**src/rtl/uart_pkg.sv**
```systemverilog
// uart_pkg: shared UART state encoding, parity-mode constants and counter-width helpers
package uart_pkg;
  typedef enum logic [2:0] {IDLE, START, DATA, PARITY, STOP1, STOP2, BREAK} state_t;
  localparam logic [1:0] PAR_NONE = 2'd0;
  localparam logic [1:0] PAR_EVEN = 2'd1;
  localparam logic [1:0] PAR_ODD  = 2'd2;
  function automatic int sc_width(input int os);
    return (os > 1) ? $clog2(os) : 1;
  endfunction
  function automatic int bc_width(input int ws);
    return $clog2(ws + 1);
  endfunction
endpackage

```
**src/rtl/uart_sync.sv**
```systemverilog
// uart_sync: reset-to-1 multi-flop synchroniser (clk, rst_b async active-low, d raw in, q synchronised out)
module uart_sync #(
  parameter int stages = 2
) (
  input  logic clk,
  input  logic rst_b,
  input  logic d,
  output logic q
);
  logic [stages-1:0] r;
  always_ff @(posedge clk or negedge rst_b)
    if (!rst_b) r <= '1;
    else r <= {r[stages-2:0], d};
  assign q = r[stages-1];
endmodule

```
**src/rtl/uart_rx_param.sv**
```systemverilog
// uart_rx_param: oversampled UART receiver (serial_in -> rx_data/rx_valid/rx_ready, err_parity/err_frame/err_overrun pulses, busy)
module uart_rx_param
  import uart_pkg::*;
#(
  parameter int word_size   = 8,
  parameter int oversample  = 8,
  parameter int sync_stages = 2
) (
  input  logic                 Sample_clk,
  input  logic                 rst_b,
  input  logic                 serial_in,
  input  logic [1:0]           parity_mode,
  input  logic                 two_stop,
  output logic [word_size-1:0] rx_data,
  output logic                 rx_valid,
  input  logic                 rx_ready,
  output logic                 err_parity,
  output logic                 err_frame,
  output logic                 err_overrun,
  output logic                 busy
);
  localparam int SCW = sc_width(oversample);
  localparam int BCW = bc_width(word_size);
  localparam logic [SCW-1:0] SC_HALF = SCW'(oversample / 2 - 1);
  localparam logic [SCW-1:0] SC_LAST = SCW'(oversample - 1);
  localparam logic [BCW-1:0] BC_LAST = BCW'(word_size - 1);
  logic                 s_in;
  state_t               state, nxt;
  logic [SCW-1:0]       sc;
  logic [BCW-1:0]       bc;
  logic [word_size-1:0] shreg;
  logic                 perr, two_q;
  logic [1:0]           par_q;
  logic                 tick, par_on, frame_end, stop_bad, deliver;
  uart_sync #(.stages(sync_stages)) u_sync (
    .clk  (Sample_clk),
    .rst_b(rst_b),
    .d    (serial_in),
    .q    (s_in)
  );
  always_ff @(posedge Sample_clk or negedge rst_b)
    if (!rst_b) state <= IDLE;
    else state <= nxt;
  always_comb begin
    nxt = state;
    case (state)
      IDLE:    if (!s_in) nxt = START;
      START:   if (tick) nxt = s_in ? IDLE : DATA;
      DATA:    if (tick && bc == BC_LAST) nxt = par_on ? PARITY : STOP1;
      PARITY:  if (tick) nxt = STOP1;
      STOP1:   if (tick) nxt = !s_in ? BREAK : (two_q ? STOP2 : IDLE);
      STOP2:   if (tick) nxt = s_in ? IDLE : BREAK;
      BREAK:   if (s_in) nxt = IDLE;
      default: nxt = IDLE;
    endcase
  end
  // start bit is checked at mid-bit; every later bit one full period on
  always_comb begin
    tick      = (state == START) ? (sc == SC_HALF) : (sc == SC_LAST);
    par_on    = (par_q == PAR_EVEN) || (par_q == PAR_ODD);
    frame_end = tick && s_in && ((state == STOP1 && !two_q) || state == STOP2);
    stop_bad  = tick && !s_in && (state == STOP1 || state == STOP2);
    deliver   = frame_end && !perr && !(rx_valid && !rx_ready);
  end
  assign busy = (state != IDLE);
  always_ff @(posedge Sample_clk or negedge rst_b)
    if (!rst_b) begin
      sc    <= '0;
      bc    <= '0;
      shreg <= '0;
      perr  <= 1'b0;
      par_q <= PAR_NONE;
      two_q <= 1'b0;
    end else begin
      sc <= (state == IDLE || state == BREAK || tick) ? '0 : sc + 1'b1;
      if (state == IDLE && !s_in) begin
        bc    <= '0;
        perr  <= 1'b0;
        par_q <= parity_mode;
        two_q <= two_stop;
      end
      if (state == DATA && tick) begin
        shreg <= {s_in, shreg[word_size-1:1]};
        bc    <= bc + 1'b1;
      end
      if (state == PARITY && tick) perr <= s_in != ((^shreg) ^ (par_q == PAR_ODD));
    end
  always_ff @(posedge Sample_clk or negedge rst_b)
    if (!rst_b) begin
      rx_data     <= '0;
      rx_valid    <= 1'b0;
      err_parity  <= 1'b0;
      err_frame   <= 1'b0;
      err_overrun <= 1'b0;
    end else begin
      err_parity  <= frame_end && perr;
      err_frame   <= stop_bad;
      err_overrun <= frame_end && !perr && rx_valid && !rx_ready;
      if (deliver) rx_data <= shreg;
      rx_valid <= deliver || (rx_valid && !rx_ready);
    end
endmodule
```
**config.mk**
```make
export PLATFORM = sky130hd
export DESIGN_NAME = uart_rx_param
export DESIGN_NICKNAME = d
export VERILOG_FILES = /design/src/rtl/uart_pkg.sv /design/src/rtl/uart_sync.sv /design/src/rtl/uart_rx_param.sv
export SDC_FILE = /design/constraint.sdc
export NUM_CORES = 1
export LEC_CHECK = 0
export ABC_AREA = 1
export BUFFER_PORTS_ARGS = -buffer_cell sky130_fd_sc_hd__buf_4
export CORE_MARGIN = 2
export CORE_UTILIZATION = 31
export DETAILED_ROUTE_END_ITERATION = 7
export GPL_ROUTABILITY_DRIVEN = 0
export GPL_TIMING_DRIVEN = 0
export PLACE_DENSITY = 0.53
export SYNTH_ARGS = -nofsm -noshare
export SYNTH_HDL_FRONTEND = slang
export SYNTH_SLANG_ARGS = --single-unit
export TNS_END_PERCENT = 50
```
**constraint.sdc**
```tcl
create_clock -name Sample_clk -period 1.8 [get_ports Sample_clk]
set_input_delay 0.36 -clock Sample_clk [delete_from_list [all_inputs] [get_ports Sample_clk]]
set_output_delay 0.36 -clock Sample_clk [all_outputs]
set_load 0.01 [all_outputs]
```
==> results of run 1 <==
-- power by group through the flow --
stage               clock network [uW]  registers, uW  logic, uW
floorplan                            0            996        544
global placement                     0           1020        690
detailed placement                   0           1020        695
CTS                                657           1010        702
global route                       686           1030        808
finish                             624           1010        688
-- critical path, cell delays in order, from the launching register on --
cell and delay (ps):
dfrtp_1 380, buf_6 140, inv_2 60, nand2_1 60, nor2_2 140, inv_1 120, buf_4 160
-- sequential cells by signal, summed over array words and instances (netlist names) --
name	count
err_overrun	1
two_q	1
rx_data	8
err_frame	1
sc	3
err_parity	1
state	3
u_sync.r	2
shreg	8
rx_valid	1
bc	4
par_q	2
perr	1
-- layout make-up --
class,count,share of cell area [%]
multi-input cells,151,36.3
well taps,72,4.29
repair buffers,19,6.79
inverters,20,3.57
clock buffers,8,4.76
flip-flops and latches,36,43.1
plain buffers,4,1.25
-- stage by stage --
step	util, %	power (uW)
4_1_cts	38.1	2370
5_1_grt	38.2	2520
3_3_place_gp	36.3	1710
3_5_place_dp	36.3	1720
6_report	38.2	2330
2_1_floorplan	-	1540
-- worst paths after layout --
kind                                   from     endpoint  slack (ps)  depth (start not counted)
min in group Sample_clk           serial_in  u_sync.r[0]         180                          1
worst max-delay path               state[1]         busy         110                          6
worst min-delay path                  rst_b   rx_data[4]          30                          1
worst min register to register  u_sync.r[0]  u_sync.r[1]         360                          0
worst max register to register     state[2]   rx_data[2]         170                          8
max in group asynchronous             rst_b     state[0]        1430                          1
-- metal layers --
metal / GRT usage (%) / up-vias
met5: 0 / -
met4: 5.17 / 0
met3: 3.05 / 4
met2: 19.2 / 19
met1: 15.0 / 608
li1: - / 729
-- cell usage in the layout (no fill, tap or decap), drive strengths merged, types with 2 or more instances in the layout --
cell type / instances
xnor2: 3
a21oi: 2
o21ai: 13
ha: 3
nand4: 11
dfstp: 2
clkbuf: 10
xor2: 3
buf: 21
inv: 20
nor2: 19
dfrtp: 34
nand2: 78
nand3: 14
o211ai: 2
-- logic make-up (layout without fill, tap and decap cells) --
group	after synthesis	count (layout)	synth area share, %
XOR/XNOR	6	6	2.98
buffers and inverters	24	51	5.74
multiplexers	1	1	0.638
AO/OA/AOI/OAI	17	17	5.32
flip-flops	36	36	51.2
AND/OR/NAND/NOR	124	124	32.0
adder cells (fa/ha/maj)	3	3	2.13
-- repair_timing --
action                     CTS  global route
setup endpoints to repair    1             2
hold buffers                 0             0
pin swaps                    0             0
resized for setup            1             2
==> key figures, run 1 <==
GRT
  – All-Layer GR Usage: 11.9%
  – Pin count of the biggest net entering global routing: 37
  – GRT overflow: 0
  – Antenna violations before repair: 0
  – Via count of the first global-routing pass: between 1k and 1.5k
  – First-pass GRT wire length: ~5900 um

Die
  – Initial Utilization: 32.0%
  – Top Ports: 20
  – Core Area: around 0.0055 sq mm
  – Vertical die dimension: between 70 and 80 um
  – Die width: slightly below 80 um
  – Number of placement rows: 27
  – Overall die area: ~0.0063 sq mm

Yosys
  – Syn nets: between 200 and 250
  – Seq/Total Area, Yosys: roughly 51%
  – Total of flip-flops plus latches after synthesis: 36
  – Top post-synthesis cells by count: nand2_1, dfrtp_1, inv_1, nor2_1, nand3_1
  – Post-Syn Instances: approximately 210
  – Post-synth top area share: 48.2%
  – Number of distinct library cells after synthesis: 25
  – Dominant synthesized flop cell: dfrtp_1
  – Share of synthesized flip-flops with an asynchronous set or reset: 100%
  – Synth area leader: dfrtp_1
  – Cell Area, Synth: approximately 0.0018 sq mm
  – Top-count cell post-synth: nand2_1
  – Cell types occupying the most area after synthesis: dfrtp_1, nand2_1, nand4_1, inv_1, nand3_1
  – Yosys synthesis warning count: 0
  – Number of enable flip-flop cells after synthesis: 0
  – Mapped Avg Cell Area: ~8.4 sq um

Worst setup path
  – Type of destination of the critical path: output port
  – Category of the critical setup timing path: flop to output port
  – Highest net fanout along the worst path: 8
  – Arrival time of the worst setup path: roughly 1300 ps
  – Kind of start point of the critical path: flop
  – Worst EP required: about 1400 ps

Pwr
  – Net Switching: 791 uW
  – Power share of the clock group: about 27%
  – Standby leakage power: 0.00108 uW
  – Share of power burned in combinational logic: 29.6%
  – Switching fraction of total power: 34.0%
  – Worst IR drop on VDD: approximately 0.38 mV
  – Cell-internal power: 1530 uW
  – Power density relative to cell area: about 1100 mW/mm^2
  – Sequential share of power: a little over two fifths

Timing
  – Worst slew slack as a fraction of its limit: 69.7%
  – Unrepaired setup endpoints after global routing: no
  – Final Hold Slack: between 20 and 30 ps
  – Final max-slew violation count: 0
  – Hold violation count in the final report: 0
  – Minimum setup slack in the final design: ~110 ps
  – Max Freq: between 0.5 and 0.6 GHz
  – Total of endpoints with negative setup slack in the final report: 0
  – Fin Setup TNS: 0 ps
  – Clock skew after layout: between 7 and 8 ps
  – Minimum clock period: 1690 ps
  – Crit share post-route: 93.9%
  – Slew at the pin closest to its max-slew limit: 454 ps

Place
  – Post-place setup slack: approximately 150 ps
  – Post-DP HPWL: 2390 um
  – Port Buffer Count: 19
  – Post-Place Cells: a little over 300
  – Cell area after placement: approximately 0.002 sq mm

Final layout
  – Number of nets in the final layout: ~250
  – Area of combinational cells with multiple inputs: ~760 sq um
  – Final instance area: ~0.0021 sq mm
  – Final antenna diode count: 0
  – Share of cells above drive strength 1: 18.5%
  – Flip-flop and latch area: roughly 900 sq um
  – Area growth syn-to-layout: 19.1%
  – Fillcell total: 574
  – Fin cells: slightly above 300

Clock network
  – Worst-case clock buffer depth: 2
  – Deepest level of the CTS H-tree: 2
  – Clock root cell: clkbuf_8
  – Sink Count: 36
  – Post-CTS Setup Repair Bufs: 0
  – CTS tree: done
  – Cts bufs inserted: 5
  – CTS clock-pin slew for the worst setup and hold paths: approximately 70 ps
  – Clk Latency, worst-skew pair: roughly 280 ps

Route
  – Final wirelength: roughly 3300 um
  – Violation count after the first detailed-routing iteration: 78
  – Vias post-DR: 1,360
  – TritonRoute pass-1 iters: 4
  – Routed wire length on met2: approximately 1400 um
  – Total length of routed met3 wires: between 100 and 150 um
  – Met1 Routed Length: between 1500 and 2000 um
  – DRC violations left: 0
  – Remaining number of nets flagged by the antenna check after routing: 0
  – Wire per inst: ~11 um
  – Via density per instance: 4.39
  – Highest routed metal layer: met4

Run status
  – Result of the run: complete, no violations

Hold path
  – Worst min-delay path class: primary input to async pin

Run
  – Maximum Capacitance Violations: 0
Note: power is estimated with default switching activity, not from simulation.
==> inputs of run 2 (changes only) <==
Settings changed: REMOVE_ABC_BUFFERS from default to 1.
==> key figures, run 2 (same netlist as run 1, synthesis figures left out) <==
Pwr
  – Standby leakage power: 0.00109 uW (+0.23%)
  – Power share of the clock group: 25.9% (-0.9 points)
  – Sequential share of power: 44.9% (+1.3 points)
  – Worst IR drop on VDD: 0.353 mV (-7.8%)
  – Cell-internal power: 1480 uW (-3.3%)
  – Net Switching: 804 uW (+1.7%)
  – Power density relative to cell area: 1090 mW/mm^2 (-1.3%)
  – Share of power burned in combinational logic: 29.2% (-0.4 points)
  – Switching fraction of total power: 35.2% (+1.1 points)

Final layout
  – Leading cell type in the layout, fill and taps excluded: nand2_1
  – Number of nets in the final layout: 246 (-0.40%)
  – Share of cells above drive strength 1: 19.8% (+1.3 points)
  – Final cell utilization of the core: 38.1% (-0.091 points)
  – Commonest cells after routing, fill and taps aside: nand2_1, dfrtp_1, buf_4
  – Regs by FF count: rx_data x8, shreg x8, bc x4
  – Area of combinational cells with multiple inputs: 767 sq um (+0.66%)
  – Flip-flop and latch area: 906 sq um (+0.14%)
  – Final antenna diode count: 0 (unchanged)
  – Final instance area: 0.00210 sq mm (-0.24%)
  – Fillcell total: 591 (+3.0%)
  – Area growth syn-to-layout: 18.8%

Clock network
  – Worst-case clock buffer depth: 2 (unchanged)
  – Cts bufs inserted: 5 (unchanged)
  – Clk Latency, worst-skew pair: 290 ps (about the same)
  – Number of buffers added to fix hold violations after cts: 0 (unchanged)
  – Sink Count: 36 (unchanged)
  – Deepest level of the CTS H-tree: 2 (unchanged)
  – CTS clock-pin slew for the worst setup and hold paths: 80 ps (about the same)
  – CTS tree: done
  – Clock root cell: clkbuf_8

Route
  – Remaining number of nets flagged by the antenna check after routing: 0 (unchanged)
  – Wire per inst: 10.5 um (+0.20%)
  – TritonRoute pass-1 iters: 4 (unchanged)
  – DRC violations left: 0 (unchanged)
  – Violation count after the first detailed-routing iteration: 50 (-36%)
  – Vias post-DR: 1,362 (+0.15%)
  – Final wirelength: 3250 um (-0.12%)
  – Via density per instance: 4.41 (+0.47%)

Die
  – Die width: 79.4 um (unchanged)
  – Overall die area: 0.00631 sq mm (unchanged)
  – Top Ports: 20 (unchanged)
  – Vertical die dimension: 79.4 um (unchanged)
  – Core Area: 0.00551 sq mm (unchanged)
  – Number of placement rows: 27 (unchanged)
  – Initial Utilization: 32.0% (unchanged)

Worst setup path
  – Category of the critical setup timing path: flop to output port
  – Kind of start point of the critical path: flop
  – Type of destination of the critical path: output port
  – Arrival time of the worst setup path: 1330 ps (about the same)
  – Worst EP required: 1440 ps (about the same)
  – Highest net fanout along the worst path: 8 (unchanged)

GRT
  – Pin count of the biggest net entering global routing: 37 (unchanged)
  – First-pass GRT wire length: 5790 um (-1.6%)
  – Via count of the first global-routing pass: 1,279 (-3.7%)
  – GRT overflow: 0 (unchanged)
  – All-Layer GR Usage: 11.7% (-0.20 points)
  – Antenna violations before repair: 0 (unchanged)

Timing
  – Crit share post-route: 93.7% (-0.20 points)
  – Worst slew slack as a fraction of its limit: 70.4% (+0.61 points)
  – Slew at the pin closest to its max-slew limit: 445 ps (-9.10 ps)
  – Minimum clock period: 1690 ps (-3.57 ps)
  – Unrepaired setup endpoints after global routing: yes
  – Total of endpoints with negative setup slack in the final report: 0 (unchanged)
  – Clock skew after layout: 7.18 ps (-0.751 ps)
  – Hold violation count in the final report: 0 (unchanged)
  – Max Freq: 0.593 GHz (+0.21%)
  – Final max-slew violation count: 0 (unchanged)

Run
  – Maximum Capacitance Violations: 0 (unchanged)

Place
  – Cell area after placement: 0.00197 sq mm (-1.3%)
  – Post-DP HPWL: 2310 um (-3.2%)
  – Port Buffer Count: 19 (unchanged)

Run status
  – Result of the run: complete, no violations

Hold path
  – Worst min-delay path class: primary input to async pin
==> run 2: power groups by stage <==
stage | Clock (uW) | Combinational, uW | Sequential (uW)
final | 593 | 668 | 1030
after global routing | 660 | 792 | 1040
after CTS | 624 | 668 | 1020
after detailed placement | 0 | 659 | 1030
after global placement | 0 | 656 | 1030
after floorplan | 0 | 516 | 1010
==> run 2: timing repair <==
| item | 4_1_cts | 5_1_grt |
|---|---|---|
| endpoints found under the setup margin | 3 | 11 |
| gates resized for setup | 2 | 3 |
| buffers inserted | 0 | 3 |
| pin swaps | 0 | 1 |
==> run 2: layout make-up <==
cell class,instances,area share [%]
clock buffers,6,3.94
multi-input cells,151,36.6
clock inverters,2,0.478
inverters,20,3.58
repair buffers,22,7.88
well taps,72,4.30
flip-flops and latches,36,43.2
==> run 2: routing by layer <==
layer  vias to the layer above  wire length [um]  track usage (%)
met3                         4                98             2.94
met5                         -                 0                0
met1                       611              1680             15.4
met2                        18              1410             18.2
li1                        729                 -                -
met4                         0                57             5.17
==> run 2: per-stage QoR <==
stage / setup slack [ps] / total power, uW / hold WS [ps] / TNS [ps] / std cells
2_1_floorplan: 324 / 1520 / 64.4 / 0 / 207
3_3_place_gp: 36.7 / 1690 / 347 / 0 / 298
3_5_place_dp: 25.9 / 1690 / 347 / 0 / 298
4_1_cts: 50.2 / 2310 / 37.2 / 0 / 306
5_1_grt: -9.65 / 2490 / 56.3 / -13.2 / 309
6_report: 113 / 2290 / 15.8 / 0 / 309
==> run 2: final timing paths <==
check / slack, ps / startpoint / end / depth (start not counted)
max: 110 / state[1] / busy / 5
min: 20 / rst_b / shreg[2] / 1
max reg2reg: 130 / state[2] / bc[2] / 8
min reg2reg: 360 / u_sync.r[0] / u_sync.r[1] / 0
max in group asynchronous: 1440 / rst_b / state[0] / 1
min in group Sample_clk: 180 / serial_in / u_sync.r[0] / 1
==> run 2: worst max-delay path, cell delays in order (launching register included) <==
cell and delay, ps:
dfrtp_1 480, inv_2 100, nand2_1 80, nor2_4 120
inv_1 100, buf_4 160
==> inputs of run 3 (changes only) <==
Settings changed: ABC_AREA 1 to default.
==> key figures, run 3 <==
Yosys
  – Post-Syn Instances: 139 (-34%)
  – Total of flip-flops plus latches after synthesis: 36 (unchanged)
  – Share of synthesized flip-flops with an asynchronous set or reset: 100% (unchanged)
  – Cell Area, Synth: 0.00167 sq mm (-5.1%)
  – Top-count cell post-synth: dfrtp_1
  – Top post-synthesis cells by count: dfrtp_1, mux2_2, xnor2_1, mux2_4
  – Post-synth top area share: 50.8% (+2.6 points)
  – Synth area leader: dfrtp_1
  – Number of enable flip-flop cells after synthesis: 0 (unchanged)
  – Seq/Total Area, Yosys: 54.0% (+2.8 points)
  – Number of distinct library cells after synthesis: 36 (+44%)
  – Dominant synthesized flop cell: dfrtp_1
  – Mapped Avg Cell Area: 12.0 sq um (+44%)
  – Cell types occupying the most area after synthesis: dfrtp_1, mux2_4, mux2_2, xnor2_1, dfstp_2
  – Yosys synthesis warning count: 0 (unchanged)

Timing
  – Unrepaired setup endpoints after global routing: yes
  – Minimum clock period: 1880 ps (+191 ps)
  – Slew at the pin closest to its max-slew limit: 465 ps (+20.5 ps)
  – Clock skew after layout: 5.44 ps (-1.74 ps)
  – Total of endpoints with negative setup slack in the final report: 8 (+8)
  – Hold violation count in the final report: 0 (unchanged)
  – Final max-slew violation count: 0 (unchanged)
  – Minimum setup slack in the final design: -78.2 ps (-191 ps)
  – Worst slew slack as a fraction of its limit: 69.0% (-1.4 points)
  – Max Freq: 0.532 GHz (-10%)
  – Crit share post-route: 104% (+11 points)

Clock network
  – Sink Count: 36 (unchanged)
  – Cts bufs inserted: 5 (unchanged)
  – Worst-case clock buffer depth: 2 (unchanged)
  – Clk Latency, worst-skew pair: 280 ps (about the same)
  – Deepest level of the CTS H-tree: 2 (unchanged)
  – Clock root cell: clkbuf_8
  – CTS clock-pin slew for the worst setup and hold paths: 70 ps (about the same)
  – CTS tree: done
  – Number of buffers added to fix hold violations after cts: 0 (unchanged)

Hold path
  – Worst min-delay path class: primary input to async pin

Final layout
  – Final cell utilization of the core: 40.2% (+2.1 points)
  – Final antenna diode count: 0 (unchanged)
  – Commonest cells after routing, fill and taps aside: dfrtp_1, buf_4, xnor2_1, mux2_2, mux2_4
  – Share of cells above drive strength 1: 39.9% (+20 points)
  – Fin cells: 238 (-23%)
  – Area growth syn-to-layout: 24.1%
  – Number of nets in the final layout: 177 (-28%)
  – Final instance area: 0.00208 sq mm (-0.84%)
  – Regs by FF count: rx_data x8, shreg x8, bc x4
  – Leading cell type in the layout, fill and taps excluded: dfrtp_1

Worst setup path
  – Kind of start point of the critical path: flop
  – Launch point of the worst reg-to-reg path: sc[0]
  – Highest net fanout along the worst path: 8 (unchanged)
  – Top cell family by delay on the critical path: simple AND/OR/NAND/NOR gates
  – Category of the critical setup timing path: flop to flop
  – R2R setup slack: -80 ps (-210 ps)
  – Worst EP required: 1970 ps (+530 ps)
  – Critical Path Max Stage Delay: 510 ps (+30 ps)
  – Stages on worst setup path: 6 (+1)
  – FF-to-FF path depth: 6 (-2)
  – Arrival time of the worst setup path: 2050 ps (+720 ps)
  – Max stage delay cell, worst path: or4_4
  – Worst setup endpoint: rx_data[2]
  – Worst flop-to-flop path endpoint: rx_data[2]
  – Type of destination of the critical path: flop
  – Start point of the critical path: sc[0]
  – Worst-path cell chain: ha_4 -> nand3_4 -> or4_4 -> nor2b_4 -> buf_12 -> mux2_4
  – Count of buffer and inverter cells on the critical path: 1 (-2)

Route
  – TritonRoute pass-1 iters: 4 (unchanged)
  – Final wirelength: 3070 um (-5.5%)
  – DRC violations left: 0 (unchanged)
  – Wire per inst: 12.9 um (+23%)
  – Vias post-DR: 1,127 (-17%)
  – Via density per instance: 4.74 (+7.4%)
  – Violation count after the first detailed-routing iteration: 78 (+56%)
  – Remaining number of nets flagged by the antenna check after routing: 0 (unchanged)

Place
  – Post-DP HPWL: 2040 um (-12%)
  – Post-Place Cells: 221 (-26%)
  – Post-place setup slack: -543 ps (-569 ps)
  – Cell area after placement: 0.00187 sq mm (-5.1%)
  – Port Buffer Count: 19 (unchanged)

Pwr
  – Cell-internal power: 1510 uW (+1.6%)
  – Power share of the clock group: 24.5% (-1.4 points)
  – Power density relative to cell area: 1110 mW/mm^2 (+1.5%)
  – Standby leakage power: 0.000960 uW (-12%)
  – Net Switching: 795 uW (-1.2%)
  – Overall power: 2300 uW (+0.61%)
  – Share of power burned in combinational logic: 29.7% (+0.5 points)
  – Sequential share of power: 45.8% (+0.9 points)
  – Worst IR drop on VDD: 0.453 mV (+28%)
  – Switching fraction of total power: 34.5% (-0.63 points)

GRT
  – Via count of the first global-routing pass: 1,106 (-14%)
  – Antenna violations before repair: 0 (unchanged)
  – All-Layer GR Usage: 11.3% (-0.41 points)
  – Pin count of the biggest net entering global routing: 37 (unchanged)
  – GRT overflow: 0 (unchanged)
  – First-pass GRT wire length: 5360 um (-7.4%)

Die
  – Number of placement rows: 26 (-3.7%)
  – Die width: 77.5 um (-2.5%)
  – Vertical die dimension: 77.5 um (-2.5%)
  – Initial Utilization: 32.4% (+0.33 points)
  – Core Area: 0.00517 sq mm (-6.1%)
  – Overall die area: 0.00600 sq mm (-4.9%)
  – Top Ports: 20 (unchanged)

Run
  – Maximum Capacitance Violations: 0 (unchanged)

Run status
  – Result of the run: complete, but fails checks
  – Violations in the final reports: setup timing
run 3: changes by cell type after synthesis, moves of 3 or more:
| cell | change |
|---|---|
| a21oi_1 | +5 |
| buf_2 | +4 |
| inv_1 | -12 |
| mux2_2 | +9 |
| mux2_4 | +8 |
| nand2_1 | -71 |
| nand3_1 | -10 |
| nand4_1 | -11 |
| nor2_1 | -10 |
| nor2_4 | -3 |
| nor3_1 | +4 |
| o21ai_0 | -4 |
| xnor2_1 | +7 |
run 3: how the worst min path moves through the flow:
stage,startpoint,end,cells past startpoint
2_1_floorplan,rst_b,bc[0],0
4_1_cts,rst_b,bc[0],1
5_1_grt,rst_b,two_q,1
3_5_place_dp,rst_b,sc[0],1
6_report,rst_b,sc[1],1
3_3_place_gp,rst_b,state[1],1
run 3: per-stage QoR:
| step | TNS, ps | hold slack (ps) |
|---|---|---|
| CTS | -508 | 36.6 |
| global route | -777 | 50.4 |
| floorplan | -5840 | 64.4 |
| global placement | -13400 | 345 |
| detailed placement | -7470 | 347 |
| finish | -541 | 23.5 |
run 3: layer usage:
metal  share of wire [%]  GRT usage (%)
met3                 3.3           2.56
met1                  49           15.4
met2                  46           16.5
met4                 2.4           6.25
met5                   0              0
run 3: cells by family after synthesis:
kind of cell	Yosys count	share of synthesized area [%]
DFF	36	54.0
and+or+nand+nor	32	10.3
AOI/OAI and AO/OA	26	10.2
muxes	18	13.9
buffers and inverters	13	3.66
xor gates and xnor gates	11	5.75
adders and majority gates	3	2.24
run 3: timing repair:
action	in CTS	in global routing
pin swaps	3	2
endpoints found under the setup margin	21	13
buffers inserted	7	2
resized for setup	8	2
hold endpoints to repair	0	0
gates cloned	0	0
run 3: area by class of cell:
class / instances / area [sq um]
Inverter: 6 / 22.5
Multi-Input combinational cell: 90 / 751
Sequential cell: 36 / 907
Clock inverter: 3 / 18.8
Tap cell: 70 / 87.6
Fill cell: 503 / 3090
Timing Repair Buffer: 28 / 223
Clock buffer: 5 / 68.8
run 3: power by group through the flow:
stage | combinational [uW] | sequential (uW) | clock [uW]
floorplan | 480 | 1030 | 0
global placement | 608 | 1050 | 0
detailed placement | 622 | 1060 | 0
CTS | 659 | 1070 | 585
global route | 785 | 1070 | 630
finish | 684 | 1060 | 563
run 3: worst reg2reg max path, delay by kind of cell (launching register included):
family | cells | cell delay (ps)
and+or+nand+nor | 3 | 730
muxes | 1 | 300
DFF | 1 | 410
adders and majority gates | 1 | 180
buffers and inverters | 1 | 140
